===== src/rtl/mem_arbiter_pkg.sv =====
// Shared types for the two-requester unified memory port arbiter.
// Holds the FSM state encoding, the requester id and the latency counter width.
package mem_arbiter_pkg;

  typedef enum logic [1:0] {
    IDLE   = 2'd0,
    ACCESS = 2'd1,
    WAIT   = 2'd2,
    RESP   = 2'd3
  } state_t;

  typedef enum logic {
    REQ_CORE = 1'b0,
    REQ_DBG  = 1'b1
  } req_id_t;

  // Wide enough for a WAIT down-count of MEM_LATENCY-1 with MEM_LATENCY up to 3.
  localparam int LAT_CNT_W = 2;

endpackage


===== src/rtl/mem_arbiter_rr_picker.sv =====
// Two-input round-robin picker with a last-grant pointer.
// Grants are combinational and one-hot; the pointer moves only when a grant is issued.
module rr_picker
  import mem_arbiter_pkg::*;
(
  input  logic clk,
  input  logic reset,
  input  logic en,
  input  logic req_core,
  input  logic req_dbg,
  output logic gnt_core,
  output logic gnt_dbg
);

  req_id_t last_r;

  // On a tie the requester that was not granted last wins.
  always_comb begin
    gnt_core = 1'b0;
    gnt_dbg  = 1'b0;
    if (en) begin
      if (req_core && req_dbg) begin
        if (last_r == REQ_CORE) begin
          gnt_dbg = 1'b1;
        end else begin
          gnt_core = 1'b1;
        end
      end else begin
        gnt_core = req_core;
        gnt_dbg  = req_dbg;
      end
    end else begin
      gnt_core = 1'b0;
      gnt_dbg  = 1'b0;
    end
  end

  // Reset marks debug as last granted so the core wins the first tie.
  always_ff @(posedge clk) begin
    if (!reset) begin
      last_r <= REQ_DBG;
    end else if (gnt_core) begin
      last_r <= REQ_CORE;
    end else if (gnt_dbg) begin
      last_r <= REQ_DBG;
    end else begin
      last_r <= last_r;
    end
  end

endmodule


===== src/rtl/mem_arbiter.sv =====
// Arbitrates the core and debug/loader requesters onto one memory port,
// sequencing a single access at a time through IDLE/ACCESS/WAIT/RESP.
module mem_arbiter
  import mem_arbiter_pkg::*;
#(
  parameter int ADDR_W      = 32,
  parameter int DATA_W      = 32,
  parameter int MEM_LATENCY = 1
) (
  input  logic              clk,
  input  logic              reset,
  input  logic              core_req,
  input  logic              core_we,
  input  logic [ADDR_W-1:0] core_addr,
  input  logic [DATA_W-1:0] core_wdata,
  output logic              core_gnt,
  output logic              core_rvalid,
  output logic [DATA_W-1:0] core_rdata,
  input  logic              dbg_req,
  input  logic              dbg_we,
  input  logic [ADDR_W-1:0] dbg_addr,
  input  logic [DATA_W-1:0] dbg_wdata,
  output logic              dbg_gnt,
  output logic              dbg_rvalid,
  output logic [DATA_W-1:0] dbg_rdata,
  output logic              mem_en,
  output logic              mem_we,
  output logic [ADDR_W-1:0] mem_addr,
  output logic [DATA_W-1:0] mem_wdata,
  input  logic [DATA_W-1:0] mem_rdata
);

  localparam bit NO_WAIT = (MEM_LATENCY == 0);
  localparam logic [LAT_CNT_W-1:0] WAIT_LOAD =
    LAT_CNT_W'((MEM_LATENCY > 0) ? (MEM_LATENCY - 1) : 0);

  state_t                state_r, state_n;
  req_id_t               owner_r;
  logic                  we_r;
  logic [ADDR_W-1:0]     addr_r;
  logic [DATA_W-1:0]     wdata_r;
  logic [DATA_W-1:0]     core_rdata_r, dbg_rdata_r;
  logic [LAT_CNT_W-1:0]  cnt_r, cnt_n;
  logic                  pick_en_s, capture_s, grant_s;

  // Grants are suppressed while reset is asserted so reset wins over a same-cycle grant.
  assign pick_en_s = reset && ((state_r == IDLE) || (state_r == RESP));
  assign grant_s   = core_gnt || dbg_gnt;

  rr_picker u_picker (
    .clk      (clk),
    .reset    (reset),
    .en       (pick_en_s),
    .req_core (core_req),
    .req_dbg  (dbg_req),
    .gnt_core (core_gnt),
    .gnt_dbg  (dbg_gnt)
  );

  // Next-state logic; capture_s marks the cycle whose end samples mem_rdata.
  always_comb begin
    state_n   = state_r;
    cnt_n     = cnt_r;
    capture_s = 1'b0;
    case (state_r)
      IDLE, RESP: begin
        if (grant_s) begin
          state_n = ACCESS;
        end else begin
          state_n = IDLE;
        end
      end
      ACCESS: begin
        if (NO_WAIT) begin
          state_n   = RESP;
          capture_s = 1'b1;
        end else begin
          state_n = WAIT;
          cnt_n   = WAIT_LOAD;
        end
      end
      WAIT: begin
        if (cnt_r == {LAT_CNT_W{1'b0}}) begin
          state_n   = RESP;
          capture_s = 1'b1;
        end else begin
          cnt_n = cnt_r - {{(LAT_CNT_W-1){1'b0}}, 1'b1};
        end
      end
      default: begin
        state_n = IDLE;
      end
    endcase
  end

  // State, request capture on the grant edge and per-requester read data.
  always_ff @(posedge clk) begin
    if (!reset) begin
      state_r      <= IDLE;
      cnt_r        <= {LAT_CNT_W{1'b0}};
      owner_r      <= REQ_CORE;
      we_r         <= 1'b0;
      addr_r       <= {ADDR_W{1'b0}};
      wdata_r      <= {DATA_W{1'b0}};
      core_rdata_r <= {DATA_W{1'b0}};
      dbg_rdata_r  <= {DATA_W{1'b0}};
    end else begin
      state_r <= state_n;
      cnt_r   <= cnt_n;
      if (grant_s) begin
        owner_r <= dbg_gnt ? REQ_DBG : REQ_CORE;
        we_r    <= dbg_gnt ? dbg_we : core_we;
        addr_r  <= dbg_gnt ? dbg_addr : core_addr;
        wdata_r <= dbg_gnt ? dbg_wdata : core_wdata;
      end
      if (capture_s && !we_r) begin
        if (owner_r == REQ_DBG) begin
          dbg_rdata_r <= mem_rdata;
        end else begin
          core_rdata_r <= mem_rdata;
        end
      end
    end
  end

  assign mem_en      = (state_r == ACCESS);
  assign mem_we      = (state_r == ACCESS) && we_r;
  assign mem_addr    = addr_r;
  assign mem_wdata   = wdata_r;
  assign core_rvalid = (state_r == RESP) && (owner_r == REQ_CORE);
  assign dbg_rvalid  = (state_r == RESP) && (owner_r == REQ_DBG);
  assign core_rdata  = core_rdata_r;
  assign dbg_rdata   = dbg_rdata_r;

endmodule


===== config.mk =====
export PLATFORM = sky130hd
export DESIGN_NAME = mem_arbiter
export DESIGN_NICKNAME = d
export VERILOG_FILES = /design/src/rtl/mem_arbiter_pkg.sv /design/src/rtl/mem_arbiter_rr_picker.sv /design/src/rtl/mem_arbiter.sv
export SDC_FILE = /design/constraint.sdc
export NUM_CORES = 1
export LEC_CHECK = 0
export CORE_ASPECT_RATIO = 0.6
export CORE_UTILIZATION = 44
export CTS_BUF_LIST = sky130_fd_sc_hd__clkbuf_4
export CTS_CLUSTER_SIZE = 8
export DETAILED_ROUTE_END_ITERATION = 10
export GPL_TIMING_DRIVEN = 0
export HOLD_SLACK_MARGIN = 0.1
export PLACE_DENSITY = 0.95
export SETUP_SLACK_MARGIN = 0.05
export SYNTH_ARGS = -nofsm -noshare
export SYNTH_HDL_FRONTEND = slang
export SYNTH_HIERARCHICAL = 1
export SYNTH_SLANG_ARGS = --single-unit

===== constraint.sdc =====
create_clock -name clk -period 4.1 [get_ports clk]
set_input_delay 0.82 -clock clk [delete_from_list [all_inputs] [get_ports clk]]
set_output_delay 0.82 -clock clk [all_outputs]
set_load 0.02 [all_outputs]

Word-level counts from Yosys, hierarchy flattened. Index checks and enable logic that the tools add are counted.

Equality and inequality tests: 5. Reduce and logical (&&, ||, !) cells: 17. Muxes and demuxes: 19. Add/sub/neg operators: 1. Bitwise gates (word level): 1.

Operators by type and width (number): $mux W32 (2); $mux W1 (13); $logic_and A1 B1 Y1 (6); $pmux W2 S3 (1); $reduce_and A2 Y1 (3); $eq A2 B2 Y1 const B (2); $logic_not A2 Y1 (2); $mux W2 (2); $ne A2 B2 Y1 const B (2); $pmux W2 S2 (1); $reduce_bool A2 Y1 (2); $eq A2 B1 Y1 const B (1); $logic_or A1 B1 Y1 (2); $reduce_or A2 Y1 (1); $sub A2 B1 Y2 const B (1); $logic_not A1 Y1 (1); $not A1 Y1 (1).

Word-level logic and storage cells: 52. Input bits: 166. Register bits: 135. Output and inout port bits: 134.

Logic depth before layout (Yosys ltp). Gate-level depths: netlist (run 1).

Word-level depth: 7. Mapped depth: 10. Mapped depth without buffers: 8.

Cells and area by module. Netlist (run 1), hierarchy kept.

By module, submodules not included: mem_arbiter (times used 1, cells each 572, sequential area each 2682.6 µm², area each 5559.1 µm²); rr_picker (times used 1, cells each 8, sequential area each 20.0 µm², area each 56.3 µm²).

Least setup slack after synthesis (run 1). OpenSTA, ideal clock, no wires.

Path type: input-to-reg. Start: input port reset. End: register wdata_r[0], in the netlist mem_wdata[0]. Required time: 3972 ps. Slack: 1282 ps. Stages: 10. Arrival: 2691 ps. Library setup time: 128 ps. Buffers on the path: 4. Cell sequence: buf_2 > buf_2 > and2_1 > nand2_1 > a21oi_1 > buf_6 > buf_6 > mux2_1 > mux2i_1 > nor2_1.

Word-level cells in the longest chain between the ends: 3. Elaborated cells between the ends (all ways): 5. Classes of those cells: mux (3); reduce/logical (2).

Ends and longest elaborated chain: start, declared (line mem_arbiter.sv:11) `input logic reset,`; $logic_and A1 B1 Y1 (line mem_arbiter.sv:47) `assign pick_en_s = reset && ((state_r == IDLE) || (state_r == RESP));`; via pick_en_s (line mem_arbiter.sv:44) `logic pick_en_s, capture_s, grant_s;`; $mux W1 (line mem_arbiter_rr_picker.sv:21) `if (en) begin`; via core_gnt (line mem_arbiter.sv:16) `output logic core_gnt,`; $logic_or A1 B1 Y1 (line mem_arbiter.sv:48) `assign grant_s = core_gnt || dbg_gnt;`; end signal, assigned (line mem_arbiter.sv:104) `wdata_r <= {DATA_W{1'b0}};`; end signal, assigned (line mem_arbiter.sv:114) `wdata_r <= dbg_gnt ? dbg_wdata : core_wdata;`; end, declared (line mem_arbiter.sv:41) `logic [DATA_W-1:0] wdata_r;`.

The timed path passes the listed nets, and every way through them passes these cells. A chain may end at the register's enable or synchronous reset.

Worst setup path after layout (run 1).
Start: input port reset. End: output port core_gnt.

Word-level cells in the longest chain between the ends: 2.

Ends and longest elaborated chain (line): $logic_and A1 B1 Y1 (mem_arbiter.sv:47); via pick_en_s (mem_arbiter.sv:44); $mux W1 (mem_arbiter_rr_picker.sv:21); end, declared (mem_arbiter.sv:16).

The timed path passes the listed nets, and every way through them passes these cells.

==> results.txt, run 1 <==
The run finished with clean final reports. The logs give 0 for the number of hold violations in the final report and 0 for the final number of max-transition violations. From synthesis to final layout, the design area changed by 62.5%. STA puts the critical path data arrival time at 3.01 ns.

The share of total power dissipated in the clock network is 27.3%. Counting tap cells, the placed design contains a total of 1044 instances. Counting the fill cells in the layout gives 898. Counting instances in the post-synthesis netlist gives the leading cell types as sky130_fd_sc_hd__dfxtp_1 (135), sky130_fd_sc_hd__nor2_1 (67), sky130_fd_sc_hd__o21ai_0 (67).

The tree is rooted in a sky130_fd_sc_hd__clkbuf_4. In this run the tightest slew margin relative to its limit is 65.7%. The worst setup path is of the primary input to primary output kind. After layout, the worst setup slack is 0.274 ns. The run gives 0 as the count of max-cap constraint violations. Summed over all nets, the switching power comes to 1.08 mW. In this run the worst setup path terminates at core_gnt. The iteration count of the initial detailed-routing pass was 4.

Before CTS, the worst setup slack after placement is 0.112 ns. Yosys instantiated no cell more often than sky130_fd_sc_hd__dfxtp_1. The run gives 2 as the deepest clock path buffer count. Floorplan row count: 31. Final net count: 1069. The delay of the slowest critical-path stage was 0.68 ns; the area of all sequential standard cells was 2700 um2. The share of synthesized flip-flops with an asynchronous set or reset was 0%; the fraction of power consumed by sequential logic was 42.7%. Counting every net in the synthesized netlist gives 751.

The final route contains 5471 vias. After the first detailed-routing iteration, the DRC count stood at 315. The count of nets left with antenna violations once routing finished came out at 0. The critical path goes through clkdlybuf4s50_1 -> buf_2 -> buf_2 -> and2_1 -> nand2_1 -> a21oi_2 -> clkdlybuf4s50_1. The number of register bits inferred by synthesis was 135.

The worst path uses 93.3% of the clock period. The post-route minimum period came out at 3.83 ns. Wire length of the first global-routing pass: 28200 um.

Critical path data required time: 3.28 ns. Of all nets on the critical path, the largest fanout is 10. VDD sags by at most 278 uV. The run gives 14700 um as the total half-perimeter wirelength after legalization and detailed placement. The number of warning messages in the yosys log came out at 6.

The startpoint identified for the worst register-to-register timing path is state_r[0]. The internal power is 2.42 mW. Clock tree synthesis inserted a total of 17 buffers.

The synthesized design devotes to its leading area cell type 48.1% of total area. Counting flops with a built-in enable in the synthesized netlist gives 0. Number of port buffers: 299. After clock tree synthesis, the clock-pin slew on the worst setup and hold paths is 0.11 ns. The capturing element type of the critical path was a primary output. For the worst-skew pair, the clock arrives at the later sink with an insertion delay of 0.52 ns.

For this design, the slowest cell found on the critical path is sky130_fd_sc_hd__clkdlybuf4s50_1. Setup repair after global routing left no endpoint under its margin. Setup violations remaining at the end of the flow were counted as 0. The final routed wirelength across all metal layers was 18800 um. The total negative slack for setup checks came out at 0 ns.

Entering global routing, the biggest net connects 17 pins. TritonCTS built the clock tree. The largest area contributor in the synthesized netlist is sky130_fd_sc_hd__dfxtp_1. The number of vias per cell after detailed routing works out to 5.09.

The initial utilization of the core area, before any placement, comes to 45.8%. The level count of the clock H-tree was 4; the detailed-route DRC error count was 0. 0 antenna diodes ended up in the layout. 300 I/O pins were placed. The vertical die dimension is 89.5 um, and the summed instance area of the synthesized netlist is 5620 um2. In the post-synthesis netlist, the biggest area contributors are sky130_fd_sc_hd__dfxtp_1 (48%), sky130_fd_sc_hd__mux2i_1 (12%), sky130_fd_sc_hd__mux2_2 (7.4%). Counting every sink on the clock net gives 135. Cells with a size suffix above 1 make up 10.5% of the layout. The analysis attributes to cell leakage a power of 3.43 nW. The floorplan step defined a die boundary enclosing 13200 um2. Dividing the synthesized area by the synthesized cell count gives 9.68 um2. The power density over the cells is 383 nW/um2. The tools report the category of the worst setup path launch point as a primary input. The critical path starts at reset. The routed length per instance came out at 17.5 um. Static timing analysis puts the maximum clock frequency at 261 MHz. The dominant register cell in the synthesized netlist is sky130_fd_sc_hd__dfxtp_1.

The worst register-to-register path ends at mem_wdata[24]. The final cell count without fillers is 1075. Summing all multi-input logic gate instances after layout gives 2650 um2. The routability congestion estimate is 0.871, and the sequential fraction of the synthesis area is 48.1%. After synthesis, the netlist uses 27 different library cells. The proportion of total power due to net switching was 30.9%; the cell count after synthesis was 580. In this run the register-to-register setup slack is 1.64 ns. The clock arrives with 0.0245 ns of skew.

The overall overflow remaining after global route was 0; the die width was 148 um. The number of global-route vias before repair was 5313. Counting cells, the worst reg-to-reg path comes to 10. At the pin with the least slew margin, the transition time is 0.514 ns. Global routing consumed, over all layers together, 27.9% of the routing resources. The number of setup buffers added after CTS is 0.

The standard cell core area was 12300 um2; the logic gate share of total power was 30.0%. The min-delay analysis places its worst path in the category flop to flop. The number of antenna violations at the first check in global routing is 0.
==> cell type report <==
type / count / area share, %
buffer: 46 / 2.63
clock buffer: 18 / 1.48
clock inverter: 13 / 1.88
inverter: 7 / 0.288
multi-input combinational: 392 / 29.0
sequential: 135 / 29.6
tap: 165 / 2.26
timing repair buffer: 299 / 32.8
==> through the flow <==
step | util (%) | cell area (um2) | power [mW] | hold slack [ns]
CTS | 74.4 | 9120 | 3.51 | 0.477
finish | 74.4 | 9130 | 3.50 | 0.477
floorplan | - | 5620 | 2.06 | 0.444
global route | 74.4 | 9130 | 3.66 | 0.500
global placement | 71.9 | 8810 | 2.53 | 0.453
detailed placement | 71.9 | 8810 | 2.56 | 0.460
==> cells by family (layout without fill, tap and decap cells) <==
family / after synthesis / after routing / synth area share [%]
AOI/OAI and AO/OA: 76 / 76 / 6.91
muxes: 130 / 130 / 24.6
adders and majority gates: 5 / 5 / 1.11
buffers and inverters: 53 / 383 / 4.75
and+or+nand+nor: 181 / 181 / 14.5
DFF: 135 / 135 / 48.1
==> power groups by stage <==
stage | clock network, mW | logic [mW] | registers (mW)
6_report | 0.955 | 1.05 | 1.49
5_1_grt | 1.03 | 1.12 | 1.51
4_1_cts | 0.972 | 1.05 | 1.49
3_5_place_dp | 0 | 1.04 | 1.52
3_3_place_gp | 0 | 1.02 | 1.51
2_1_floorplan | 0 | 0.415 | 1.64
==> worst min-delay path by stage <==
stage | from | endpoint | slack [ns] | cells after the start
2_1_floorplan | cnt_r[1] | cnt_r[1] | 0.44 | 2
3_3_place_gp | core_rdata[28] | core_rdata[28] | 0.45 | 2
3_5_place_dp | core_rdata[8] | core_rdata[8] | 0.46 | 2
4_1_cts | cnt_r[0] | cnt_r[0] | 0.48 | 2
5_1_grt | dbg_rdata[31] | dbg_rdata[31] | 0.50 | 2
6_report | dbg_rdata[31] | dbg_rdata[31] | 0.48 | 2
==> state kept, by name (all words and copies together) (netlist names) <==
name	cells
owner_r	1
u_picker/last_r	1
dbg_rdata	32
mem_addr	32
state_r	2
core_rdata	32
cnt_r	2
mem_wdata	32
we_r	1
==> critical path, delay by kind of cell <==
family	cells	cell delay, ns
compound gates	1	0.26
buf+inv	4	1.64
simple gates	2	0.28
==> cell usage in the layout, fill, tap and decap left out, types with 17 or more instances in the layout <==
| cell type | count |
|---|---|
| sky130_fd_sc_hd__clkdlybuf4s50_1 | 299 |
| sky130_fd_sc_hd__mux2_1 | 28 |
| sky130_fd_sc_hd__nor2_1 | 67 |
| sky130_fd_sc_hd__o21ai_0 | 67 |
| sky130_fd_sc_hd__nand3_1 | 66 |
| sky130_fd_sc_hd__buf_2 | 17 |
| sky130_fd_sc_hd__nand2_1 | 34 |
| sky130_fd_sc_hd__mux2i_1 | 65 |
| sky130_fd_sc_hd__clkbuf_4 | 18 |
| sky130_fd_sc_hd__mux2_2 | 37 |
| sky130_fd_sc_hd__dfxtp_1 | 135 |
==> timing repair <==
action / in CTS / in global routing
hold endpoints to repair: 0 / 0
hold buffers: 0 / 0
setup endpoints to repair: 0 / 1
resized for setup: 0 / 1
==> metal layers <==
layer / wire length, um / track usage [%]
met2: 8950 / 47.5
met3: 1540 / 7.60
met4: 341 / 9.37
met5: 0 / 0
met1: 7970 / 34.8
(Power assumes the default switching activity.)
==> inputs of run 2 (changes only) <==
- CAP_MARGIN: unset -> 20
==> results of run 2 <==
Same layout as run 1: the final DEF is identical, and so are final timing and power.
